==> src/rtl/md_frame_streamer.sv <==
`default_nettype none
// ============================================================================
//  Module   : md_frame_streamer
//  Purpose  : Captures an unpacked 2-D frame on LOAD. It keeps a packed
//             snapshot of that frame and streams the elements out in
//             row-major order under a valid/ready handshake. Alongside the
//             stream it carries a set of 1-bit lanes through a fixed-depth
//             delay pipeline.
//  Ports    :
//    clk_i        - clock, all state updates on the rising edge
//    rst_ni       - asynchronous active-low reset
//    load_i       - request to capture frame a_i
//    a_i          - input frame, unpacked [0:ROWS-1][0:COLS-1] of W bits
//    busy_o       - high while streaming
//    out_valid_o  - out_data_o holds a valid element
//    out_ready_i  - consumer accepts the current element
//    out_data_o   - current element
//    out_row_o    - row index of the current element
//    out_col_o    - column index of the current element
//    out_last_o   - current element is (ROWS-1, COLS-1)
//    snap_o       - packed copy of the last captured frame
//    done_cnt_o   - completed-frame count, wraps 0xFFFF -> 0
//    e_i          - lane inputs, unpacked [LANES-1:0]
//    f_o          - lane outputs, e_i delayed DEPTH cycles
//  Revision : 1.0 - initial release
// ============================================================================
module md_frame_streamer #(
  parameter int W     = 8,
  parameter int ROWS  = 3,
  parameter int COLS  = 4,
  parameter int LANES = 4,
  parameter int DEPTH = 2,
  localparam int RW   = (ROWS > 1) ? $clog2(ROWS) : 1,
  localparam int CW   = (COLS > 1) ? $clog2(COLS) : 1
) (
  input  logic                                 clk_i,
  input  logic                                 rst_ni,
  input  logic                                 load_i,
  input  logic [W-1:0]                         a_i [0:ROWS-1][0:COLS-1],
  output logic                                 busy_o,
  output logic                                 out_valid_o,
  input  logic                                 out_ready_i,
  output logic [W-1:0]                         out_data_o,
  output logic [RW-1:0]                        out_row_o,
  output logic [CW-1:0]                        out_col_o,
  output logic                                 out_last_o,
  output logic [ROWS-1:0][COLS-1:0][W-1:0]     snap_o,
  output logic [15:0]                          done_cnt_o,
  input  logic                                 e_i [LANES-1:0],
  output logic                                 f_o [LANES-1:0]
);

  localparam logic [0:0] S_IDLE   = 1'b0;
  localparam logic [0:0] S_STREAM = 1'b1;

  localparam logic [RW-1:0] C_LAST_ROW = RW'(ROWS - 1);
  localparam logic [CW-1:0] C_LAST_COL = CW'(COLS - 1);

  logic [0:0]                       state_q, state_d;
  logic [RW-1:0]                    row_q, row_d;
  logic [CW-1:0]                    col_q, col_d;
  logic [15:0]                      done_q, done_d;
  // The frame store and the snapshot always hold the same captured data, so
  // one register set serves both as the streaming source and as snap_o.
  logic [ROWS-1:0][COLS-1:0][W-1:0] snap_q, snap_d;

  logic w_streaming;
  logic w_at_end;
  logic w_xfer;
  logic w_capture;

  assign w_streaming = (state_q == S_STREAM);
  assign w_at_end    = (row_q == C_LAST_ROW) && (col_q == C_LAST_COL);
  assign w_xfer      = w_streaming && out_ready_i;

  // --------------------------------------------------------------------------
  // Stream control
  // --------------------------------------------------------------------------
  always_comb begin
    state_d   = state_q;
    row_d     = row_q;
    col_d     = col_q;
    done_d    = done_q;
    w_capture = 1'b0;
    case (state_q)
      S_IDLE: begin
        if (load_i) begin
          w_capture = 1'b1;
          row_d     = '0;
          col_d     = '0;
          state_d   = S_STREAM;
        end
      end
      S_STREAM: begin
        if (w_xfer) begin
          if (w_at_end) begin
            done_d = done_q + 16'd1;
            row_d  = '0;
            col_d  = '0;
            // A LOAD coinciding with the final transfer chains straight into
            // the next frame; otherwise LOAD is ignored while streaming.
            if (load_i) begin
              w_capture = 1'b1;
            end else begin
              state_d = S_IDLE;
            end
          end else if (col_q == C_LAST_COL) begin
            col_d = '0;
            row_d = row_q + RW'(1);
          end else begin
            col_d = col_q + CW'(1);
          end
        end
      end
      default: begin
        state_d = S_IDLE;
      end
    endcase
  end

  always_comb begin
    snap_d = snap_q;
    if (w_capture) begin
      for (int r = 0; r < ROWS; r++) begin
        for (int c = 0; c < COLS; c++) begin
          snap_d[r][c] = a_i[r][c];
        end
      end
    end
  end

  always_ff @(posedge clk_i or negedge rst_ni) begin
    if (!rst_ni) begin
      state_q <= S_IDLE;
      row_q   <= '0;
      col_q   <= '0;
      done_q  <= '0;
      snap_q  <= '0;
    end else begin
      state_q <= state_d;
      row_q   <= row_d;
      col_q   <= col_d;
      done_q  <= done_d;
      snap_q  <= snap_d;
    end
  end

  assign busy_o      = w_streaming;
  assign out_valid_o = w_streaming;
  assign out_last_o  = w_streaming && w_at_end;
  assign out_data_o  = snap_q[row_q][col_q];
  assign out_row_o   = row_q;
  assign out_col_o   = col_q;
  assign snap_o      = snap_q;
  assign done_cnt_o  = done_q;

  // --------------------------------------------------------------------------
  // Lane delay pipeline, independent of the stream
  // --------------------------------------------------------------------------
  logic [LANES-1:0] w_e_vec;
  logic [LANES-1:0] lane_q [DEPTH];

  generate
    for (genvar i = 0; i < LANES; i++) begin : g_lane_io
      assign w_e_vec[i] = e_i[i];
      assign f_o[i]     = lane_q[DEPTH-1][i];
    end
  endgenerate

  always_ff @(posedge clk_i or negedge rst_ni) begin
    if (!rst_ni) begin
      for (int k = 0; k < DEPTH; k++) begin
        lane_q[k] <= '0;
      end
    end else begin
      lane_q[0] <= w_e_vec;
      for (int k = 1; k < DEPTH; k++) begin
        lane_q[k] <= lane_q[k-1];
      end
    end
  end

endmodule
`default_nettype wire
==> config.mk <==
export PLATFORM = sky130hd
export DESIGN_NAME = md_frame_streamer
export DESIGN_NICKNAME = d
export VERILOG_FILES = /design/src/rtl/md_frame_streamer.sv
export SDC_FILE = /design/constraint.sdc
export NUM_CORES = 1
export LEC_CHECK = 0
export CAP_MARGIN = 20
export CORE_MARGIN = 1.5
export CORE_UTILIZATION = 39
export CTS_CLUSTER_SIZE = 28
export DETAILED_ROUTE_END_ITERATION = 10
export GPL_TIMING_DRIVEN = 0
export PLACE_DENSITY = 0.83
export SKIP_LAST_GASP = 1
export SLEW_MARGIN = 20
export SYNTH_ARGS = -nofsm -noshare
export SYNTH_HDL_FRONTEND = slang
export SYNTH_SLANG_ARGS = --single-unit
==> constraint.sdc <==
create_clock -name clk_i -period 2.2 [get_ports clk_i]
set_clock_uncertainty 0.15 [all_clocks]
set_input_delay 0.44 -clock clk_i [delete_from_list [all_inputs] [get_ports clk_i]]
set_output_delay 0.44 -clock clk_i [all_outputs]
set_load 0.02 [all_outputs]
==> qor.tcl <==
set qor(htree_num_levels) 4
set qor(grt_antenna_before_repair) 0
set qor(total_leakage_power_uw) 0.00386
set qor(hold_path_end) {f_o[0]}
set qor(synth.net_count) 468
set qor(timing.critical_path.arrival_ns) 2.12
set qor(yosysWarningCount) 0
set qor(regToRegSetupSlack_ns) 0.08
set qor(finalSetupTns_ns) -3.77
set qor(areaGrowthSynthToFinish_pct) 58.9
set qor(drt-wirelength-per-cell_um) 20.6
set qor(min_delay_path_depth) 0
set qor(dp_hpwl_um) 12300
set qor(iteration_0_drc_markers) 200
set qor(grt_max_degree) 67
set qor(placementRows) 44
set qor(synth_top_cells_by_area) {dfrtp_1 55%, mux2_2 12%, mux2_4 11%, mux4_2 9.5%, xnor2_1 1.8%}
set qor(run_status) {finished with violations}
set qor(die_height_um) 124
set qor(r2r_end) {snap_o[38]}
set qor(post-route-worst-setup-slack_ns) -0.511
set qor(die-width_um) 124
set qor(synth_sequential_area_ratio) 0.548
set qor(synthMostInstantiatedCell) {dfrtp_1}
set qor(cap_violations) 0
set qor(critical-path-top-delay-family) {buffers and inverters}
set qor(path_buf_inv) 4
set qor(syn_area_um2) 5700
set qor(cp.required_ns) 1.61
set qor(synth_enable_flop_cells) 0
set qor(power.density_cell_area_nw_per_um2) 1550
set qor(drt-pass1-iter-count) 6
set qor(drc_errors) 0
set qor(place.port_buffers) 234
set qor(final-hold-violation-count) 0
set qor(core-area_um2) 14400
set qor(fmaxAchievable_ghz) 0.369
set qor(drive_gt1_frac) 0.323
set qor(clock_tree_from_tritoncts) {done}
set qor(whs_ns) 0.195
set qor(yosys-top-cells-count) {125 x dfrtp_1, 59 x mux2_2, 40 x mux2_4, 27 x nand2_1, 24 x mux4_2}
set qor(worstReg2RegStart) {out_col_o[0]}
set qor(design.final.nets) 732
set qor(routabilityCongestion) 0.781
set qor(grt_pass1_wl_um) 25100
set qor(clock_sink_count) 125
set qor(gate_count_post_synth) 362
set qor(routed_via_density) 5.07
set qor(ios) 235
set qor(tritoncts.num_buffers) 17
set qor(synth.distinct_cells) 35
set qor(register_area_um2) 3130
set qor(final.min_clock_period_ns) 2.71
set qor(multi_input_area_um2) 2400
set qor(finalWirelength_um) 17000
set qor(worst_slew_margin) 0.578
set qor(grt_setup_unrepaired) {true}
set qor(path_cells) {buf_12, buf_4, buf_12, mux4_2, a22oi_2, nand2_2, buf_6}
set qor(worst_hold_path_type) {register to register}
set qor(synth_top_area_cell) {dfrtp_1}
set qor(clockBufferDepth) 2
set qor(final.fill_count) 1096
set qor(antenna_left) 0
set qor(slew_viol_final) 0
set qor(clk_transition_reported_paths_ns) 0.06
set qor(postSynth.topFlopCell) {dfrtp_1}
set qor(critical-path-slowest-cell) {mux4_2}
set qor(fraction_of_synthesis_flops_using_an_asynchronous_set_or_reset_pin) 1.00
set qor(timing.critical_path.to_type) {output pin}
set qor(cts_root_buffer) {clkbuf_16}
set qor(grt_usage) 0.226
set qor(worst-r2r-cell-count) 9
set qor(share_of_yosys_cell_area_claimed_by_the_top_area_cell_type) 0.548
set qor(cpMostUsedCell) {buf_12}
set qor(synth.avg_cell_area_um2) 15.8
set qor(holdCritStartpoint) {lane_q[4]}
set qor(floorplan.die_area_um2) 15400
set qor(worstSetupStartpointType) {register}
set qor(ys_seq_elements) 125
set qor(ir_drop_uv) 924
set qor(overflow) 0
set qor(crit_type) {register to output pin}
set qor(worst-path-max-fanout) 5
set qor(setup_viol) 8
set qor(violated_checks) {setup timing}
set qor(routed-via-count) 4170
set qor(clock_insertion_delay_worst_skew_ns) 0.41
set qor(start_util) 0.395
set qor(grt_pass1_vias) 4464
set qor(final_min_period_over_clock_period) 1.23
set qor(max_slew.worst_pin.slew_ns) 0.629
set qor(number_of_antenna_cells_inserted) 0
set qor(slowest_delay_ns) 0.47
set qor(utilization_after_layout) 0.628
-- cell families (layout without fill, tap and decap cells) --
group                      after synthesis  in the layout  share of synthesized area
AOI/OAI and AO/OA                       13             13                     0.0167
xor gates and xnor gates                15             15                     0.0230
adders and majority gates                2              2                    0.00439
buffers and inverters                   27            303                     0.0390
DFF                                    125            125                      0.548
muxes                                  123            123                      0.317
and+or+nand+nor                         57             57                     0.0520
-- how the worst max path moves through the flow --
stage                  from       endpoint  slack [ns]  depth (start not counted)
3_5_place_dp   out_col_o[1]  out_data_o[5]       -0.81                          6
6_report       out_col_o[0]  out_data_o[6]       -0.51                          7
5_1_grt        out_col_o[0]  out_data_o[3]       -0.58                          7
4_1_cts        out_col_o[0]  out_data_o[5]       -0.56                          7
2_1_floorplan  out_col_o[0]  out_data_o[6]        0.02                          5
3_3_place_gp         rst_ni   out_col_o[0]       -4.60                          1
-- final cells by class --
cell class,count,area share
tap,184,0.0254
clock inverter,8,0.00746
clock buffer,23,0.0516
sequential,125,0.345
buffer,26,0.0315
timing repair buffer,246,0.274
multi-input combinational,210,0.265
-- state kept, by name (all words and copies together), names as in the netlist --
name,count
done_cnt_o,16
f_o,4
out_col_o,2
snap_o,96
out_row_o,2
lane_q,4
busy_o,1
-- what timing repair did --
item / CTS / global route
cloned: 1 / 0
setup endpoints to repair: 9 / 100
resized for setup: 65 / 15
hold buffers: 1 / 0
buffers inserted: 7 / 3
pin swaps: 7 / 8
hold endpoints to repair: 59 / 0
-- where the power goes --
group | switching, uW | internal [uW]
Sequential | 834 | 3230
Clock | 991 | 1590
Combinational | 3310 | 4100
-- stage by stage --
step / worst slack [ns] / instances / power, uW / cell area [um2]
2_1_floorplan: 0.0234 / 362 / 7700 / 5720
3_3_place_gp: -4.60 / 780 / 10900 / 8290
3_5_place_dp: -0.811 / 781 / 11100 / 8320
4_1_cts: -0.559 / 820 / 14000 / 9010
5_1_grt: -0.583 / 822 / 14700 / 9060
6_report: -0.511 / 822 / 14100 / 9060
-- per-layer routing --
| metal | track usage | up-vias | routed length, um |
|---|---|---|---|
| li1 | - | 1845 | - |
| met1 | 0.278 | 2126 | 6920 |
| met2 | 0.375 | 165 | 8580 |
| met3 | 0.0586 | 34 | 1030 |
| met4 | 0.0994 | 0 | 448 |
| met5 | 0 | - | 0 |
-- layout by cell type (no fill, tap or decap), drive strengths merged, types with 2 or more instances in the layout --
cell type,instances
a22oi,8
and2,2
and2b,2
and3,4
and4,3
buf,42
clkbuf,28
clkdlybuf4s50,224
clkinv,6
dfrtp,125
ha,2
mux2,99
mux4,24
nand2,27
nand2b,2
nand3,3
nand4,4
nand4b,2
nor2,3
nor2b,2
o21ai,2
xnor2,12
xor2,3
Note: power is estimated with default switching activity, not from simulation.
